**src/rtl/pe_fg_array.sv**
```systemverilog
// LANES-wide polar SC node processor: F (min-sum) / G (partial-sum add) with symmetric
// saturation, two register stages under valid/ready backpressure, and a saturation-event counter.

module pe_fg_lane #(
    parameter int LLR_W = 6
) (
    input  logic             clk,
    input  logic             rst_n,
    input  logic             s1_en,
    input  logic             s2_en,
    input  logic             s1_mode,
    input  logic [LLR_W-1:0] a,
    input  logic [LLR_W-1:0] b,
    input  logic             u,
    output logic [LLR_W-1:0] res,
    output logic             sat
);
    localparam logic [LLR_W-1:0] MIN_CODE = {1'b1, {(LLR_W-1){1'b0}}};
    localparam logic [LLR_W-2:0] MAXV     = '1;
    localparam logic [LLR_W-1:0] POS_MAX  = {1'b0, MAXV};
    localparam logic [LLR_W-1:0] NEG_MAX  = -POS_MAX;
    localparam logic [LLR_W:0]   POS_MAX_X = {1'b0, POS_MAX};
    localparam logic [LLR_W:0]   NEG_MAX_X = {1'b1, NEG_MAX};

    typedef struct packed {
        logic [LLR_W-2:0] abs_a;
        logic [LLR_W-2:0] abs_b;
        logic             sgn;
        logic             fsat;
        logic [LLR_W:0]   sum;
    } s1_t;

    s1_t              s1_d, s1_q;
    logic [LLR_W-1:0] neg_a, neg_b;
    logic             a_min, b_min;
    logic [LLR_W:0]   a_x, b_x;

    // Stage 1: both F and G precomputes are captured; the beat's mode picks in stage 2.
    always_comb begin
        a_min      = (a == MIN_CODE);
        b_min      = (b == MIN_CODE);
        neg_a      = -a;
        neg_b      = -b;
        a_x        = {a[LLR_W-1], a};
        b_x        = {b[LLR_W-1], b};
        s1_d.abs_a = a_min ? MAXV : (a[LLR_W-1] ? neg_a[LLR_W-2:0] : a[LLR_W-2:0]);
        s1_d.abs_b = b_min ? MAXV : (b[LLR_W-1] ? neg_b[LLR_W-2:0] : b[LLR_W-2:0]);
        s1_d.sgn   = a[LLR_W-1] ^ b[LLR_W-1];
        s1_d.fsat  = a_min | b_min;
        s1_d.sum   = u ? (b_x - a_x) : (b_x + a_x);
    end

    logic [LLR_W-2:0] mag;
    logic [LLR_W-1:0] mag_x, f_res, g_res;
    logic             g_hi, g_lo;

    // Negating a zero magnitude still yields 0, so no negative-zero code can appear.
    always_comb begin
        mag   = (s1_q.abs_a < s1_q.abs_b) ? s1_q.abs_a : s1_q.abs_b;
        mag_x = {1'b0, mag};
        f_res = s1_q.sgn ? -mag_x : mag_x;
        g_hi  = $signed(s1_q.sum) > $signed(POS_MAX_X);
        g_lo  = $signed(s1_q.sum) < $signed(NEG_MAX_X);
        g_res = g_hi ? POS_MAX : (g_lo ? NEG_MAX : s1_q.sum[LLR_W-1:0]);
    end

    always_ff @(posedge clk or negedge rst_n) begin
        if (!rst_n) begin
            s1_q <= '0;
            res  <= '0;
            sat  <= 1'b0;
        end else begin
            if (s1_en) s1_q <= s1_d;
            if (s2_en) begin
                res <= s1_mode ? g_res : f_res;
                sat <= s1_mode ? (g_hi | g_lo) : s1_q.fsat;
            end
        end
    end
endmodule

module pe_fg_array #(
    parameter int LLR_W = 6,
    parameter int LANES = 8,
    parameter int CNT_W = 16
) (
    input  logic                   clk,
    input  logic                   rst_n,
    input  logic                   in_valid,
    output logic                   in_ready,
    input  logic                   in_mode,
    input  logic [LANES*LLR_W-1:0] in_llr_a,
    input  logic [LANES*LLR_W-1:0] in_llr_b,
    input  logic [LANES-1:0]       in_u,
    input  logic                   in_last,
    output logic                   out_valid,
    input  logic                   out_ready,
    output logic [LANES*LLR_W-1:0] out_llr,
    output logic                   out_last,
    input  logic                   sat_cnt_clr,
    output logic [CNT_W-1:0]       sat_cnt
);
    localparam int STAGES = 2;
    localparam int NW     = $clog2(LANES + 1);
    localparam int CW1    = CNT_W + 1;

    logic [STAGES:1]                vld_pipe;
    logic                           s1_adv, s2_adv, s1_en, s2_en;
    logic                           s1_mode, s1_last;
    logic [LANES-1:0][LLR_W-1:0]    a_arr, b_arr, res_arr;
    logic [LANES-1:0]               lane_sat;

    assign s2_adv    = !vld_pipe[2] || out_ready;
    assign s1_adv    = !vld_pipe[1] || s2_adv;
    assign s1_en     = s1_adv && in_valid;
    assign s2_en     = s2_adv && vld_pipe[1];
    assign in_ready  = s1_adv;
    assign out_valid = vld_pipe[2];
    assign a_arr     = in_llr_a;
    assign b_arr     = in_llr_b;
    assign out_llr   = res_arr;

    always_ff @(posedge clk or negedge rst_n) begin
        if (!rst_n) begin
            vld_pipe <= '0;
            s1_mode  <= 1'b0;
            s1_last  <= 1'b0;
            out_last <= 1'b0;
        end else begin
            if (s1_adv) vld_pipe[1] <= in_valid;
            if (s2_adv) vld_pipe[2] <= vld_pipe[1];
            if (s1_en) begin
                s1_mode <= in_mode;
                s1_last <= in_last;
            end
            if (s2_en) out_last <= s1_last;
        end
    end

    for (genvar i = 0; i < LANES; i++) begin : g_lane
        pe_fg_lane #(.LLR_W(LLR_W)) u_lane (
            .clk     (clk),
            .rst_n   (rst_n),
            .s1_en   (s1_en),
            .s2_en   (s2_en),
            .s1_mode (s1_mode),
            .a       (a_arr[i]),
            .b       (b_arr[i]),
            .u       (in_u[i]),
            .res     (res_arr[i]),
            .sat     (lane_sat[i])
        );
    end

    logic [NW-1:0]  n_sat;
    logic [CNT_W:0] cnt_sum;

    always_comb begin
        n_sat = '0;
        for (int i = 0; i < LANES; i++) n_sat = n_sat + NW'(lane_sat[i]);
        cnt_sum = {1'b0, sat_cnt} + CW1'(n_sat);
    end

    // Clear takes priority, so a beat leaving on the clear edge is not counted.
    always_ff @(posedge clk or negedge rst_n) begin
        if (!rst_n)                      sat_cnt <= '0;
        else if (sat_cnt_clr)            sat_cnt <= '0;
        else if (out_valid && out_ready) sat_cnt <= cnt_sum[CNT_W] ? '1 : cnt_sum[CNT_W-1:0];
    end
endmodule

```
**config.mk**
```make
export PLATFORM = sky130hd
export DESIGN_NAME = pe_fg_array
export DESIGN_NICKNAME = d
export VERILOG_FILES = /design/src/rtl/pe_fg_array.sv
export SDC_FILE = /design/constraint.sdc
export NUM_CORES = 1
export LEC_CHECK = 0
export ABC_AREA = 0
export BUFFER_PORTS_ARGS = -buffer_cell sky130_fd_sc_hd__buf_4
export CORE_ASPECT_RATIO = 0.9
export CORE_MARGIN = 1
export CORE_UTILIZATION = 50
export DETAILED_ROUTE_END_ITERATION = 10
export GPL_TIMING_DRIVEN = 0
export PLACE_DENSITY_LB_ADDON = 0.05
export SYNTH_ARGS = -nofsm -noshare
export SYNTH_HDL_FRONTEND = slang
export SYNTH_HIERARCHICAL = 1
export SYNTH_SLANG_ARGS = --single-unit
export TNS_END_PERCENT = 30
```
**constraint.sdc**
```tcl
create_clock -name clk -period 7.7 [get_ports clk]
set_input_delay 1.54 -clock clk [delete_from_list [all_inputs] [get_ports clk]]
set_output_delay 1.54 -clock clk [all_outputs]
set_load 0.02 [all_outputs]
```
==> impl_metrics.sql, run 1 <==
INSERT INTO impl_metrics (metric_group, metric, value, unit) VALUES
('logic_synthesis', 'post_synth.cell_area_avg', '8.88', 'µm²'),
('floorplanning', 'num_rows', '62', ''),
('placed_design', 'final_hpwl_dp', '31600', 'µm'),
('clock_network', 'cts.sink_count', '229', ''),
('placed_design', 'placedCellCount', '2445', ''),
('clock_network', 'cts_post_setup_buffers_inserted', '0', ''),
('placed_design', 'globalplace.congestion', '0.871', ''),
('drt', 'drt_iter0_markers', '704', ''),
('logic_synthesis', 'async_set_or_reset_flop_fraction_in_the_synthesized_netlist', '100', '%'),
('logic_synthesis', 'number_of_distinct_library_cells_after_synthesis', '57', ''),
('logic_synthesis', 'synth_area', '16500', 'µm²'),
('clock_network', 'h_tree_levels', '1', ''),
('clock_network', 'clk_latency', '0.55', 'ns'),
('setup_path', 'regToRegSetupSlack', '3.89', 'ns'),
('global_routing', 'grt_pass1_vias', '13400', ''),
('min_path', 'hold_class', 'reg -> reg', ''),
('layout', 'final_core_util', '59.9', '%'),
('timing', 'final.min_clock_period', '3.81', 'ns'),
('global_routing', 'grt_max_degree', '103', ''),
('power', 'power', '5.28', 'mW'),
('floorplanning', 'core_area', '32200', 'µm²'),
('layout', 'post_route_cells_drive_above_1_share', '14.8', '%'),
('drt', 'first_pass_iters', '8', ''),
('global_routing', 'grt_pass1_wl', '67700', 'µm'),
('clock_network', 'cts-hold-fix-buffers', '0', ''),
('setup_path', 'required', '8.16', 'ns'),
('timing', 'setup_tns', '0', 'ns'),
('global_routing', 'global_route.overflow_total', '0', ''),
('clock_network', 'clk_transition_reported_paths', '0.06', 'ns'),
('layout', 'design.final.nets', '2284', ''),
('timing', 'tightestPinTransition', '1.14', 'ns'),
('drt', 'via_count', '14000', ''),
('clock_network', 'postCtsResizedCells', '0', ''),
('logic_synthesis', 'synthFlopType', 'sky130_fd_sc_hd__dfrtp_1', ''),
('drt', 'totalWireLength', '41200', 'µm'),
('drt', 'detail_route.drc_violations', '22', ''),
('setup_path', 'startpoint', 'sat_cnt[0]', ''),
('setup_path', 'worstPathArrival', '4.27', 'ns'),
('clock_network', 'cts-root-buf', 'sky130_fd_sc_hd__clkbuf_16', ''),
('power', 'vdd.ir_drop.worst', '0.160', 'mV'),
('setup_path', 'start_to_end_type_of_the_worst_setup_path', 'reg -> reg', ''),
('logic_synthesis', 'ys_ff_latch', '229', ''),
('layout', 'syn_to_final_growth', '16.9', '%'),
('logic_synthesis', 'post-synth-top-count-cell', 'sky130_fd_sc_hd__dfrtp_1', ''),
('logic_synthesis', 'ys_warn_count', '6', ''),
('clock_network', 'cts-buffers-inserted', '27', ''),
('global_routing', 'antenna_found_initial', '5', ''),
('logic_synthesis', 'synth_area_leader_cell', 'sky130_fd_sc_hd__dfrtp_1', ''),
('drt', 'drt-wirelength-per-cell', '16.5', 'µm'),
('drt', 'vias_per_cell', '5.62', ''),
('timing', 'hold_ws', '0.491', 'ns'),
('power', 'power.density', '274', 'nW/µm²'),
('logic_synthesis', 'synth_common_cells', 'sky130_fd_sc_hd__dfrtp_1 (229), sky130_fd_sc_hd__nor2_1 (214), sky130_fd_sc_hd__o21ai_0 (121)', ''),
('placed_design', 'port_buffers', '169', ''),
('setup_path', 'r2r.worst_path.cells', '13', ''),
('timing', 'max_slew_margin', '24.3', '%'),
('min_path', 'hold-path-endpoint', 'g_lane[4].u_lane/s1_q[0]', ''),
('timing', 'rsz0062_at_grt', 'false', ''),
('timing', 'fmaxAchievable', '262', 'MHz'),
('logic_synthesis', 'sequential_to_total_area_share_from_yosys_stat', '34.8', '%'),
('timing', 'slew_viol_final', '0', ''),
('timing', 'timing.final.crit_share', '49.5', '%'),
('global_routing', 'global_routing_usage_summed_across_all_routing_layers', '24.4', '%'),
('floorplanning', 'die_y', '174', 'µm'),
('run_status', 'violations', 'design-rule violations', ''),
('clock_network', 'cts_tree', 'done', ''),
('setup_path', 'critPathMaxFanout', '10', ''),
('clock_network', 'max-clock-path-buffers', '3', ''),
('run_status', 'run_status', 'finished, violations left', ''),
('logic_synthesis', 'syn-num-nets', '2083', ''),
('layout', 'stdcell_count', '2497', '');
sequential cells by signal (all words and copies together) (netlist names):
signal and count:
sat_cnt 16, s1_mode 1, vld_pipe 2, g_lane.u_lane/sat 8, out_last 1, s1_last 1, g_lane.u_lane/s1_q 152, g_lane.u_lane/res 48
stage by stage:
| step | setup slack, ns | cell area, µm² |
|---|---|---|
| global placement | 3.23 | 18300 |
| finish | 3.89 | 19300 |
| floorplan | 4.10 | 16500 |
| detailed placement | 3.85 | 18400 |
| global route | 3.63 | 19300 |
| CTS | 3.86 | 19300 |
layout by cell type, fill, tap and decap left out, types with 35 or more instances in the layout:
master / netlist / layout
sky130_fd_sc_hd__mux2i_1: 56 / 56
sky130_fd_sc_hd__o31ai_1: 40 / 40
sky130_fd_sc_hd__inv_1: 115 / 115
sky130_fd_sc_hd__nor2b_1: 41 / 41
sky130_fd_sc_hd__xnor2_1: 114 / 114
sky130_fd_sc_hd__mux2_2: 35 / 35
sky130_fd_sc_hd__clkbuf_1: 57 / 59
sky130_fd_sc_hd__o21ai_0: 121 / 121
sky130_fd_sc_hd__nor2_1: 214 / 214
sky130_fd_sc_hd__buf_4: 2 / 170
sky130_fd_sc_hd__a31oi_1: 69 / 69
sky130_fd_sc_hd__dfrtp_1: 229 / 229
sky130_fd_sc_hd__ha_1: 102 / 102
sky130_fd_sc_hd__a21oi_1: 89 / 89
sky130_fd_sc_hd__nand2_1: 115 / 115
sky130_fd_sc_hd__o211ai_1: 40 / 40
how the worst max path moves through the flow:
stage                                           end  slack (ns)  cells after the start
after floorplan                         sat_cnt[14]        4.10                     13
after global placement    g_lane[6].u_lane/s1_q[15]        3.23                      1
after detailed placement   g_lane[2].u_lane/s1_q[5]        3.85                      7
after CTS                               sat_cnt[14]        3.86                     13
after global routing                    sat_cnt[14]        3.63                     13
final                                   sat_cnt[14]        3.89                     13
critical path, cell delays in order (launching register included):
cell and delay (ns):
sky130_fd_sc_hd__dfrtp_1 0.44, sky130_fd_sc_hd__fa_1 0.56, sky130_fd_sc_hd__inv_1 0.06, sky130_fd_sc_hd__fa_1 0.45
sky130_fd_sc_hd__fa_1 0.50, sky130_fd_sc_hd__fa_1 0.19, sky130_fd_sc_hd__inv_1 0.05, sky130_fd_sc_hd__fa_1 0.41
sky130_fd_sc_hd__a21o_1 0.21, sky130_fd_sc_hd__a21oi_1 0.25, sky130_fd_sc_hd__nor2_1 0.11, sky130_fd_sc_hd__buf_2 0.19
sky130_fd_sc_hd__and4_1 0.22, sky130_fd_sc_hd__nor3_2 0.10
cells by family (layout without fill, tap and decap cells):
family / count (synthesis) / count (layout) / synth area share, %
AOI/OAI and AO/OA: 527 / 527 / 20.9
muxes: 91 / 91 / 5.79
buffers and inverters: 209 / 431 / 5.39
and+or+nand+nor: 540 / 540 / 16.1
adders and majority gates: 115 / 115 / 9.32
xor gates and xnor gates: 146 / 146 / 7.76
other: 0 / 2 / 0
DFF: 229 / 229 / 34.8
layout make-up:
type / count / area (µm²)
Antenna cell: 2 / 5.00
Inverter: 123 / 462
Fill cell: 2891 / 12900
Buffer: 86 / 427
Multi-Input combinational cell: 1419 / 9870
Clock buffer: 38 / 807
Sequential cell: 229 / 5730
Tap cell: 416 / 520
Clock inverter: 12 / 95.1
Timing Repair Buffer: 172 / 1350
where the power goes:
group / internal, mW / switching [mW]
clock: 0.761 / 0.517
combinational: 1.00 / 1.20
sequential: 1.50 / 0.303
total: 3.26 / 2.02
metal layers:
layer / vias to the layer above / GRT usage [%] / wire length, µm
met3: 64 / 3.51 / 1610
met2: 256 / 40.6 / 18900
met1: 6637 / 33.4 / 19700
met4: 6 / 6.30 / 957
li1: 7080 / - / -
met5: - / 0 / 48
(Power assumes the default switching activity.)
==> run 2, diff against run 1 <==
clock period = 4 ns   (was 7.7 ns; I/O delays follow)
==> impl_metrics.sql, run 2 (synthesis gave the netlist of run 1 again) <==
INSERT INTO impl_metrics (metric_group, metric, value, unit) VALUES
('drt', 'final_antenna_net_count', '0', ''),
('setup_path', 'critPathMaxFanout', '10', ''),
('global_routing', 'grt_max_degree', '103', ''),
('drt', 'detail_route.drc_violations', '22', ''),
('setup_path', 'start_to_end_type_of_the_worst_setup_path', 'reg -> reg', ''),
('clock_network', 'clk_latency', '0.55', 'ns'),
('global_routing', 'antenna_found_initial', '5', ''),
('min_path', 'hold_class', 'in -> async', ''),
('job', 'cap_violations', '0', ''),
('placed_design', 'globalplace.congestion', '0.871', ''),
('global_routing', 'global_routing_usage_summed_across_all_routing_layers', '24.4', '%'),
('drt', 'drt_iter0_markers', '710', ''),
('layout', 'mostFrequentLayoutCell', 'sky130_fd_sc_hd__dfrtp_1', ''),
('timing', 'layout_setup_ws', '0.273', 'ns'),
('floorplanning', 'boundaryPins', '178', ''),
('timing', 'slew_viol_final', '0', ''),
('layout', 'reg_top3', 'g_lane.u_lane/s1_q x152, g_lane.u_lane/res x48, sat_cnt x16', ''),
('placed_design', 'final_hpwl_dp', '31600', 'µm'),
('drt', 'via_count', '14100', ''),
('clock_network', 'cts-root-buf', 'sky130_fd_sc_hd__clkbuf_16', ''),
('placed_design', 'port_buffers', '169', ''),
('floorplanning', 'initial_cell_density_of_the_core', '51.2', '%'),
('clock_network', 'max-clock-path-buffers', '3', ''),
('global_routing', 'global_route.overflow_total', '0', ''),
('timing', 'fin_skew', '0.0179', 'ns'),
('power', 'vdd.ir_drop.worst', '0.308', 'mV'),
('timing', 'tightestPinTransition', '1.12', 'ns'),
('drt', 'totalWireLength', '41300', 'µm'),
('layout', 'largest_register_ff_count', '152', ''),
('timing', 'timing.final.crit_share', '93.2', '%'),
('floorplanning', 'core_area', '32200', 'µm²'),
('power', 'power.density', '528', 'nW/µm²'),
('floorplanning', 'num_rows', '62', ''),
('setup_path', 'cpPeakStageDelay', '0.56', 'ns'),
('timing', 'setup_tns', '0', 'ns'),
('setup_path', 'worstPathArrival', '4.13', 'ns'),
('floorplanning', 'die_area', '33700', 'µm²'),
('clock_network', 'clk_transition_reported_paths', '0.06', 'ns'),
('timing', 'rsz0062_at_grt', 'false', ''),
('setup_path', 'cp_cell_sequence', 'fa_1 > inv_1 > fa_1 > fa_1 > fa_1 > inv_1 > fa_1 > a21o_1 > a21oi_2 > or2_1 > buf_6 > and4_1 > nor3_2', ''),
('drt', 'first_pass_iters', '9', ''),
('setup_path', 'crit_slowest_cell', 'sky130_fd_sc_hd__fa_1', ''),
('clock_network', 'h_tree_levels', '1', ''),
('floorplanning', 'die_x', '193', 'µm'),
('drt', 'drt-wirelength-per-cell', '16.5', 'µm'),
('layout', 'post_route_cells_drive_above_1_share', '14.9', '%'),
('global_routing', 'grt_pass1_wl', '67700', 'µm'),
('layout', 'design.final.nets', '2284', ''),
('timing', 'final-hold-violation-count', '0', ''),
('drt', 'vias_per_cell', '5.63', ''),
('layout', 'final_cell_mix', 'sky130_fd_sc_hd__dfrtp_1 (229), sky130_fd_sc_hd__nor2_1 (214), sky130_fd_sc_hd__buf_4 (170)', ''),
('layout', 'syn_to_final_growth', '16.9', '%'),
('run_status', 'run_status', 'finished, violations left', ''),
('clock_network', 'cts.sink_count', '229', ''),
('global_routing', 'grt_pass1_vias', '13400', ''),
('timing', 'fmaxAchievable', '268', 'MHz'),
('clock_network', 'cts_tree', 'done', ''),
('setup_path', 'critPathCaptureType', 'flip-flop', ''),
('placed_design', 'pre_cts_slack', '0.202', 'ns'),
('floorplanning', 'die_y', '174', 'µm'),
('layout', 'largest_register', 'g_lane.u_lane/s1_q', ''),
('timing', 'max_slew_margin', '25.3', '%'),
('setup_path', 'start_kind', 'flip-flop', ''),
('setup_path', 'critical-path-top-cell-by-count', 'sky130_fd_sc_hd__fa_1', ''),
('power', 'leakage_component_of_the_power', '8.45', 'nW'),
('timing', 'final.min_clock_period', '3.73', 'ns'),
('run_status', 'violations', 'design-rule violations', ''),
('setup_path', 'required', '4.41', 'ns'),
('clock_network', 'cts-buffers-inserted', '27', ''),
('timing', 'timing.final.setup_violations', '0', '');
[run 2: cell types whose count changed in the layout (fill, tap and decap cells not counted)]
cell	change
sky130_fd_sc_hd__a21oi_1	-1
sky130_fd_sc_hd__a21oi_2	+1
sky130_fd_sc_hd__buf_2	-1
sky130_fd_sc_hd__clkbuf_4	+1
[run 2: layer usage]
layer / global-route usage [%] / routed length, µm / up-vias
met5: 0 / 48 / -
met2: 40.6 / 19000 / 253
met3: 3.51 / 1620 / 64
met1: 33.4 / 19600 / 6653
met4: 6.30 / 957 / 6
li1: - / - / 7077
[run 2: worst max-delay path, delay by kind of cell (launching register included)]
kind	cells	cell delay, ns
fa+ha+maj	5	2.11
compound gates	2	0.40
buf+inv	3	0.26
simple gates	3	0.40
flops	1	0.44
[run 2: layout make-up]
| class | instances | area (µm²) |
|---|---|---|
| diodes | 2 | 5.00 |
| plain buffers | 86 | 429 |
| clock buffers | 38 | 807 |
| clock inverters | 12 | 95.1 |
| fillers | 2889 | 12900 |
| inverters | 123 | 462 |
| multi-input cells | 1419 | 9870 |
| flip-flops and latches | 229 | 5730 |
| well taps | 416 | 520 |
| repair buffers | 172 | 1350 |
[run 2: path summary, 6_finish.rpt]
check                                              start                        to  slack [ns]  cells after the start
min in group clk                                in_valid               vld_pipe[1]        0.46                      2
worst min-delay path                               rst_n               sat_cnt[11]        0.17                      1
worst min register to register  g_lane[4].u_lane/s1_q[0]  g_lane[4].u_lane/s1_q[0]        0.49                      2
worst max-delay path                          sat_cnt[0]               sat_cnt[14]        0.27                     13
worst max register to register                sat_cnt[0]               sat_cnt[14]        0.27                     13
max in group asynchronous                          rst_n  g_lane[6].u_lane/s1_q[5]        2.97                      2
[run 2: report_power, final]
group	internal (mW)	switching, mW	total [mW]	leakage, nW
Combinational	1.93	2.31	4.24	5.33
Clock	1.47	0.994	2.46	0.454
Sequential	2.89	0.584	3.47	2.67
Total	6.28	3.89	10.2	8.45
[run 2: stage by stage]
| stage | instances | instance area, µm² | hold WS, ns | util (%) | power (mW) |
|---|---|---|---|---|---|
| after floorplan | 1857 | 16500 | 0.449 | - | 6.34 |
| final | 2497 | 19300 | 0.166 | 59.9 | 10.2 |
| after global placement | 2442 | 18300 | 0.456 | 56.8 | 7.64 |
| after CTS | 2495 | 19300 | 0.185 | 59.8 | 10.3 |
| after detailed placement | 2445 | 18400 | 0.486 | 57.0 | 7.74 |
| after global routing | 2496 | 19300 | 0.202 | 59.9 | 10.9 |
[run 2: what timing repair did]
action	in CTS	in global routing
resized for setup	0	2
buffers inserted	0	0
hold buffers	0	0
setup endpoints to repair	0	6
